**src/rtl/spi_cfg_pkg.sv**
```systemverilog
// Shared definitions for the SPI configuration master: frame geometry,
// FSM state encoding and the peripheral register map.
package spi_cfg_pkg;

    localparam int FRAME_BITS = 15;
    localparam int ADDR_W     = 7;
    localparam int DATA_W     = 8;

    // Peripheral register addresses
    localparam logic [ADDR_W-1:0] EN_OUT_LO = 7'd0;
    localparam logic [ADDR_W-1:0] EN_OUT_HI = 7'd1;
    localparam logic [ADDR_W-1:0] EN_PWM_LO = 7'd2;
    localparam logic [ADDR_W-1:0] EN_PWM_HI = 7'd3;
    localparam logic [ADDR_W-1:0] PWM_DUTY  = 7'd4;

    typedef enum logic [1:0] {
        IDLE,
        SETUP,
        SHIFT,
        GAP
    } state_e;

    // Address goes out first, so it occupies the top of the frame.
    function automatic logic [FRAME_BITS-1:0] pack_frame(input logic [ADDR_W-1:0] addr,
                                                         input logic [DATA_W-1:0] data);
        return {addr, data};
    endfunction

endpackage

```
**src/rtl/cfg_cmd_fifo.sv**
```systemverilog
// Command FIFO: one-bit-extended pointers give full/empty without a
// separate counter; ready is registered from next-state pointers.
module cfg_cmd_fifo #(
    parameter int DEPTH = 4,
    parameter int W     = 15
) (
    input  logic                     clk,
    input  logic                     rst,
    input  logic                     push_i,
    input  logic                     pop_i,
    input  logic [W-1:0]             wdata_i,
    output logic [W-1:0]             rdata_o,
    output logic                     ready_o,
    output logic                     empty_o,
    output logic [$clog2(DEPTH):0]   level_o
);

    localparam int AW = $clog2(DEPTH);
    localparam logic [AW:0] PTR_ONE = {{AW{1'b0}}, 1'b1};

    logic [W-1:0] mem_q [DEPTH];
    logic [AW:0]  wptr_q, wptr_d;
    logic [AW:0]  rptr_q, rptr_d;
    logic         ready_q, ready_d;
    logic         do_push, do_pop;

    // Push is gated by the registered ready, so a same-cycle pop never
    // opens a slot for a push while full.
    assign do_push = push_i && ready_q;
    assign do_pop  = pop_i && !empty_o;

    assign empty_o = (wptr_q == rptr_q);
    assign level_o = wptr_q - rptr_q;
    assign rdata_o = mem_q[rptr_q[AW-1:0]];
    assign ready_o = ready_q;

    // Next pointers and next-cycle full indication
    always_comb begin
        wptr_d  = do_push ? wptr_q + PTR_ONE : wptr_q;
        rptr_d  = do_pop  ? rptr_q + PTR_ONE : rptr_q;
        ready_d = !((wptr_d[AW] != rptr_d[AW]) && (wptr_d[AW-1:0] == rptr_d[AW-1:0]));
    end

    // Pointer and ready registers
    always_ff @(posedge clk) begin
        if (rst) begin
            wptr_q  <= '0;
            rptr_q  <= '0;
            ready_q <= 1'b1;
        end else begin
            wptr_q  <= wptr_d;
            rptr_q  <= rptr_d;
            ready_q <= ready_d;
        end
    end

    // Storage write; contents need no reset since pointers define validity
    always_ff @(posedge clk) begin
        if (!rst && do_push) begin
            mem_q[wptr_q[AW-1:0]] <= wdata_i;
        end
    end

endmodule

```
**src/rtl/spi_config_master.sv**
```systemverilog
// SPI write-only configuration master: drains queued register writes as
// 15-bit frames (addr then data, MSB first), SCLK idle low, data changed
// on the falling edge so the peripheral can sample on the rising edge.
module spi_config_master
    import spi_cfg_pkg::*;
#(
    parameter int CLK_DIV    = 4,
    parameter int FIFO_DEPTH = 4,
    parameter int CS_GAP     = 8
) (
    input  logic                          clk,
    input  logic                          rst,
    input  logic                          cmd_valid,
    output logic                          cmd_ready,
    input  logic [ADDR_W-1:0]             cmd_addr,
    input  logic [DATA_W-1:0]             cmd_data,
    output logic [$clog2(FIFO_DEPTH):0]   fifo_level,
    output logic                          busy,
    output logic                          done,
    output logic                          sclk,
    output logic                          ncs,
    output logic                          copi
);

    localparam logic [7:0] DIV_M1   = 8'(CLK_DIV - 1);
    localparam logic [7:0] GAP_M1   = 8'(CS_GAP - 1);
    localparam logic [3:0] LAST_BIT = 4'(FRAME_BITS - 1);

    state_e                state_q, state_d;
    logic [7:0]            hcnt_q, hcnt_d;
    logic [3:0]            bit_q, bit_d;
    logic [FRAME_BITS-1:0] sr_q, sr_d;
    logic                  sclk_q, sclk_d;
    logic                  done_q, done_d;
    logic                  pop;
    logic                  fifo_empty;
    logic [FRAME_BITS-1:0] fifo_rdata;

    cfg_cmd_fifo #(
        .DEPTH (FIFO_DEPTH),
        .W     (FRAME_BITS)
    ) u_fifo (
        .clk     (clk),
        .rst     (rst),
        .push_i  (cmd_valid),
        .pop_i   (pop),
        .wdata_i (pack_frame(cmd_addr, cmd_data)),
        .rdata_o (fifo_rdata),
        .ready_o (cmd_ready),
        .empty_o (fifo_empty),
        .level_o (fifo_level)
    );

    assign ncs  = !((state_q == SETUP) || (state_q == SHIFT));
    assign sclk = sclk_q;
    assign copi = ncs ? 1'b0 : sr_q[FRAME_BITS-1];
    assign done = done_q;
    assign busy = (state_q != IDLE) || (fifo_level != '0);

    // Frame sequencing: half-period timing, bit count and shifting
    always_comb begin
        state_d = state_q;
        hcnt_d  = hcnt_q;
        bit_d   = bit_q;
        sr_d    = sr_q;
        sclk_d  = sclk_q;
        done_d  = 1'b0;
        pop     = 1'b0;
        case (state_q)
            IDLE: begin
                hcnt_d = '0;
                bit_d  = '0;
                sclk_d = 1'b0;
                if (!fifo_empty) begin
                    pop     = 1'b1;
                    sr_d    = fifo_rdata;
                    state_d = SETUP;
                end
            end
            SETUP: begin
                if (hcnt_q == DIV_M1) begin
                    hcnt_d  = '0;
                    sclk_d  = 1'b1;
                    state_d = SHIFT;
                end else begin
                    hcnt_d = hcnt_q + 8'd1;
                end
            end
            SHIFT: begin
                if (hcnt_q == DIV_M1) begin
                    hcnt_d = '0;
                    if (sclk_q) begin
                        // Falling edge: present the next bit
                        sclk_d = 1'b0;
                        sr_d   = {sr_q[FRAME_BITS-2:0], 1'b0};
                    end else if (bit_q == LAST_BIT) begin
                        done_d  = 1'b1;
                        state_d = GAP;
                    end else begin
                        bit_d  = bit_q + 4'd1;
                        sclk_d = 1'b1;
                    end
                end else begin
                    hcnt_d = hcnt_q + 8'd1;
                end
            end
            GAP: begin
                if (hcnt_q == GAP_M1) begin
                    hcnt_d  = '0;
                    state_d = IDLE;
                end else begin
                    hcnt_d = hcnt_q + 8'd1;
                end
            end
            default: state_d = IDLE;
        endcase
    end

    // State registers; reset aborts any frame in flight
    always_ff @(posedge clk) begin
        if (rst) begin
            state_q <= IDLE;
            hcnt_q  <= '0;
            bit_q   <= '0;
            sr_q    <= '0;
            sclk_q  <= 1'b0;
            done_q  <= 1'b0;
        end else begin
            state_q <= state_d;
            hcnt_q  <= hcnt_d;
            bit_q   <= bit_d;
            sr_q    <= sr_d;
            sclk_q  <= sclk_d;
            done_q  <= done_d;
        end
    end

endmodule

```
**config.mk**
```make
export PLATFORM = sky130hd
export DESIGN_NAME = spi_config_master
export DESIGN_NICKNAME = d
export VERILOG_FILES = /design/src/rtl/spi_cfg_pkg.sv /design/src/rtl/cfg_cmd_fifo.sv /design/src/rtl/spi_config_master.sv
export SDC_FILE = /design/constraint.sdc
export NUM_CORES = 1
export LEC_CHECK = 0
export CAP_MARGIN = 20
export CORE_ASPECT_RATIO = 1.1
export CORE_MARGIN = 2
export CORE_UTILIZATION = 30
export CTS_CLUSTER_DIAMETER = 50
export CTS_CLUSTER_SIZE = 14
export DETAILED_ROUTE_END_ITERATION = 16
export GPL_TIMING_DRIVEN = 0
export REMOVE_ABC_BUFFERS = 1
export SLEW_MARGIN = 20
export SYNTH_ARGS = -nofsm -noshare
export SYNTH_HDL_FRONTEND = slang
export SYNTH_SLANG_ARGS = --single-unit
```
**constraint.sdc**
```tcl
create_clock -name clk -period 3.3 [get_ports clk]
set_clock_uncertainty 0.1 [all_clocks]
set_input_delay 0.825 -clock clk [delete_from_list [all_inputs] [get_ports clk]]
set_output_delay 0.825 -clock clk [all_outputs]
set_load 0.02 [all_outputs]
```
==> Word-level counts from Yosys, hierarchy flattened <==
Memory sizes are Yosys's and may differ from the RTL's. A register that Yosys moved wholly into a read port is not among the register bits.
Cells that the tools add are included.
{ "totals": {"memories": 1, "in_bits": 18, "output_inout_bits": 9, "mem_bits_rw": 60, "reg_bits": 38} }
{ "memory_table": {"columns": ["name", "depth", "word_bits", "read_ports", "rd_ports_with_merged_regs", "wr", "line_no", "rtl"], "rows": [
  ["u_fifo.mem_q", 4, 15, 1, 1, 1, "cfg_cmd_fifo.sv:21", "logic [W-1:0] mem_q [DEPTH];"]
]} }
{ "op_classes": {"muxes": 32, "eq_ne": 17, "n_bitwise": 2, "n_reduce_logical": 21, "addsub": 5} }
{ "op_table": {"columns": ["op", "count"], "rows": [
  ["$mux W15", 3],
  ["$pmux W15 S2", 1],
  ["$pmux W8 S3", 1],
  ["$mux W8", 2],
  ["$mux W2", 7],
  ["$mux W4", 3],
  ["$mux W1", 10],
  ["$ne A2 B2 Y1 const B", 5],
  ["$add A8 B1 Y8 const B", 1],
  ["$eq A8 B2 Y1 const B", 1],
  ["$eq A8 B3 Y1 const B", 1],
  ["$pmux W2 S4", 1],
  ["$pmux W4 S2", 1],
  ["$reduce_and A4 Y1", 2],
  ["$add A3 B1 Y3 const B", 2],
  ["$mux W3", 2],
  ["$ne A2 B1 Y1 const B", 3],
  ["$reduce_and A6 Y1", 1],
  ["$reduce_bool A3 Y1", 2],
  ["$add A4 B1 Y4 const B", 1],
  ["$eq A2 B2 Y1 const B", 2],
  ["$eq A4 B4 Y1 const B", 1],
  ["$logic_and A1 B1 Y1", 4],
  ["$logic_not A1 Y1", 4],
  ["other kinds (13)", 16]
]} }

==> Longest topological paths before layout <==
Gate-level depths: netlist of run 1.
{ "depth": {"ltp_word": 8, "ltp_mapped": 10, "depth_no_buf": 6} }

==> By module <==
Synthesis of run 1 repeated with hierarchy kept, for this count alone.
{ "hier_totals": {"hier_cells": 293, "area_unflattened_um2": 4171.5} }
{ "modules_own_cells": {"columns": ["module", "cells_each", "seq_area_each_um2", "area_each_um2", "n_inst"], "rows": [
  ["cfg_cmd_fifo", 130, 1941.9, 2623.8, 1],
  ["spi_config_master", 163, 620.6, 1547.7, 1]
]} }

==> Least setup slack after synthesis of run 1 <==
Ideal clock, no wire load.
{ "synth_path": {"path_kind": "flip-flop to output port", "start": "register u_fifo.wptr_q[0]", "end": "output port busy", "path_buffers": 0, "stages_incl_launch_ff": 6, "required_ps": 2375, "path_slack_ps": 671, "t_arrival_ps": 1704, "path_cell_list": "dfxtp_1 -> inv_1 -> ha_1 -> fa_1 -> xnor2_1 -> nand4b_1"} }
{ "synth_via": {"elab_chain_len": 3} }
{ "synth_lines": {"columns": ["element", "line_no", "rtl"], "rows": [
  ["start: declaration", "cfg_cmd_fifo.sv:22", "logic [AW:0] wptr_q, wptr_d;"],
  ["start signal: assignment", "cfg_cmd_fifo.sv:51", "wptr_q <= wptr_d;"],
  ["$sub A3 B3 Y3", "cfg_cmd_fifo.sv:33", "assign level_o = wptr_q - rptr_q;"],
  ["named net fifo_level[2]", "spi_config_master.sv:17", "output logic [$clog2(FIFO_DEPTH):0] fifo_level,"],
  ["$reduce_bool A3 Y1", "spi_config_master.sv:58", "assign busy = (state_q != IDLE) || (fifo_level != '0);"],
  ["$logic_or A1 B1 Y1", "spi_config_master.sv:58", null],
  ["end: declaration", "spi_config_master.sv:18", "output logic busy,"]
]} }
The timed path passes the listed nets, and every way through them passes these cells.

==> Final worst setup path of run 1 <==
{ "layout_path": {"start": "register u_fifo.wptr_q[0]", "end": "output port fifo_level[2]"} }
{ "layout_via": {"elab_chain_len": 1} }
{ "layout_lines": {"columns": ["element", "line_no"], "rows": [
  ["$sub A3 B3 Y3", "cfg_cmd_fifo.sv:33"],
  ["end: declaration", "spi_config_master.sv:17"]
]} }
No other way between the ends.

==> flow_summary.ini, run 1 <==
[run_status]
status = finished, final reports clean

[sta]
worstMarginPinSlew_ns = 1.057
hold_viol_final = 0
post-route-period-util_pct = 94.88
layout_min_cycle_time_ns = 3.131
slew_headroom_pct = 29.55
slew_viol_final = 0
hold-worst-slack_ns = 0.3450
tns_ns = 0
finalSetupViolations = 0
fmax_mhz = 319.4
rsz0062_at_grt = no

[detailed_routing]
drc = 0
drt-total-wl_um = 8020
vias = 2497
ant_nets = 0
drt_iter0_drc = 98
drt_pre_antenna_iters = 4
viasPerCell = 4.729
wire_per_inst_um = 15.19

[placement]
place_area_sq_um = 4797
numPortBuffers = 26
gp_congestion = 0.7572
hpwl_um = 5094

[layout]
nFillCells = 1386
final_net_count = 367
synthToLayoutAreaGrowth_pct = 16.49
multi_input_area_sq_um = 1693
diodes = 0
regArea_sq_um = 2567
drive_gt1_share_pct = 16.37
final_cell_area_sq_um = 5092

[synth]
ys_warn_count = 0
ys.flop_type = edfxtp_1
synthArstFlopShare_pct = 0
synth_area_sq_um = 4372
netlist_top_cells_count = edfxtp_1, dfxtp_1, a21oi_1, nor2_1, ha_1
netlist_instances = 308
synth_cell_types = 49
synth_edf_count = 60
post-synth-top-area-cell = edfxtp_1
synth.most_common_cell = edfxtp_1
synth_area_leaders = edfxtp_1, dfxtp_1, mux4_2
synth_top_area_share_pct = 41.21
ys_ff_latch = 98
synth-seq-area-share_pct = 58.61
synth.avg_cell_area_sq_um = 14.19

[grt]
grt_max_degree = 32
antenna_found_initial = 0
grt_overflow = 0
gr-usage-all-layers_pct = 11.06
grt_pass1_vias = 2615
grt_pass1_wl_um = 13120

[worst_setup_path]
path_buf_inv = 2
path_cells = inv_1, ha_1, fa_1, xnor2_1, clkdlybuf4s50_1
critPathArrivalTime_ns = 2.21
path_max_fanout = 4
crit_family = buffers and inverters
worstSetupPathType = flip-flop to output pin
cp-end-kind = output pin
critical_path_required_ns = 2.37
slowest_delay_ns = 0.63
cp_slowest_cell = clkdlybuf4s50_1
worstSetupStartpointType = flip-flop

[die]
ios = 27
dieArea_sq_um = 15560
rows = 46
start_util_pct = 30.50
die_h_um = 130.6
die_x_um = 119.1
core-area_sq_um = 14330

[cts]
cts-htree-levels = 3
cts_hold_buf = 0
cts.sinks = 98
clkLatencyLatePin_ns = 0.35
cts_buffer_depth = 2
numCtsBuffers = 9
cts_tree = done
clockRootBuffer = clkbuf_16
cts.clk_slew.worst_paths_ns = 0.07

[power_and_ir_drop]
powerDensity_nw_per_um2 = 781.9
p_leak_uw = 0.001671
ir_worst_vdd_v = 0.0002993

[flow_run]
cap_violations = 0

[min_path]
min_path_type = flip-flop to flip-flop
## cell usage in the layout, fill, tap and decap left out, drive strengths merged, types with 2 or more instances in the layout
cell | Yosys | routed
a211oi | 15 | 15
a21oi | 26 | 26
a31oi | 2 | 2
and2 | 7 | 7
and3 | 4 | 4
buf | 10 | 2
clkbuf | 4 | 9
clkdlybuf4s50 | 0 | 24
dfxtp | 38 | 38
edfxtp | 60 | 60
ha | 16 | 16
inv | 12 | 17
mux2i | 15 | 15
mux4 | 15 | 15
nand2 | 6 | 6
nand2b | 3 | 3
nand3 | 11 | 11
nand4 | 2 | 2
nand4b | 2 | 2
nor2 | 18 | 18
nor2b | 3 | 3
nor4b | 2 | 2
o211ai | 2 | 2
o21ai | 4 | 4
or3 | 3 | 3
or4 | 2 | 2
xnor2 | 5 | 5
xnor3 | 2 | 2
xor2 | 7 | 7
## where the power goes
| part | switching, uW | total [uW] | internal, uW |
|---|---|---|---|
| sequential | 105 | 1540 | 1430 |
| combinational | 803 | 1440 | 641 |
| clock | 475 | 1000 | 526 |
| total | 1380 | 3980 | 2600 |
## worst reg2reg max path, delay by kind of cell, from the launching register on
family	cells	cell delay, ns
flops	1	0.36
buf+inv	1	0.13
simple gates	1	0.67
compound gates	2	0.72
fa+ha+maj	1	0.87
## timing repair
action	4_1_cts	5_1_grt
gates resized for setup	2	1
setup endpoints to repair	3	1
buffers inserted	1	0
## final cells by class
type | instances | area share [%]
Clock buffer | 9 | 4.423
Clock inverter | 6 | 1.106
Inverter | 12 | 0.8845
Multi-Input combinational cell | 184 | 33.24
Sequential cell | 98 | 50.42
Tap cell | 192 | 4.717
Timing Repair Buffer | 27 | 5.209
## worst paths after layout
check                           cells past startpoint            end        startpoint  slack, ns
worst max-delay path                                5  fifo_level[2]  u_fifo.wptr_q[0]       0.17
worst min-delay path                                1      hcnt_q[0]         hcnt_q[0]       0.34
worst max register to register                      5        sr_q[3]        state_q[0]       0.30
worst min register to register                      1      hcnt_q[0]         hcnt_q[0]       0.34
## registers in the layout (all words and copies together) (netlist names)
register and cells:
state_q 2, u_fifo.ready_o 1, u_fifo.wptr_q 3, u_fifo.mem_q 60, sclk 1, bit_q 4
sr_q 15, u_fifo.rptr_q 3, hcnt_q 8, done 1
## layer usage
layer	vias to the layer above	GRT usage, %	share of wire, %	wire length, um
li1	1217	-	-	-
met1	1226	12.34	43	3419
met2	39	19.88	51	4128
met3	15	3.255	3.5	282
met4	0	4.622	2.4	190
met5	-	0	0	0
## per-stage QoR
| step | total power, uW | instances | setup WS, ns | utilization (%) |
|---|---|---|---|---|
| 3_3_place_gp | 2989 | 512 | -0.3498 | 33.50 |
| 2_1_floorplan | 2609 | 294 | 0.3382 | - |
| 4_1_cts | 4044 | 528 | 0.03912 | 35.52 |
| 5_1_grt | 4230 | 528 | 0.04321 | 35.53 |
| 3_5_place_dp | 3016 | 512 | 0.01699 | 33.47 |
| 6_report | 3982 | 528 | 0.1690 | 35.53 |
## logic make-up after synthesis
group	after synthesis	synth area share (%)
flops	98	58.61
simple gates	65	8.672
fa+ha+maj	17	5.037
buf+inv	26	2.662
compound gates	58	10.25
mux	30	11.16
xor+xnor	14	3.606
Note: power is estimated with default switching activity, not from simulation.
==> inputs of run 2 (changes only) <==
HOLD_SLACK_MARGIN = 0.02   (was default)
==> results of run 2 <==
Same layout as run 1: the final DEF is identical, and so are final timing and power.
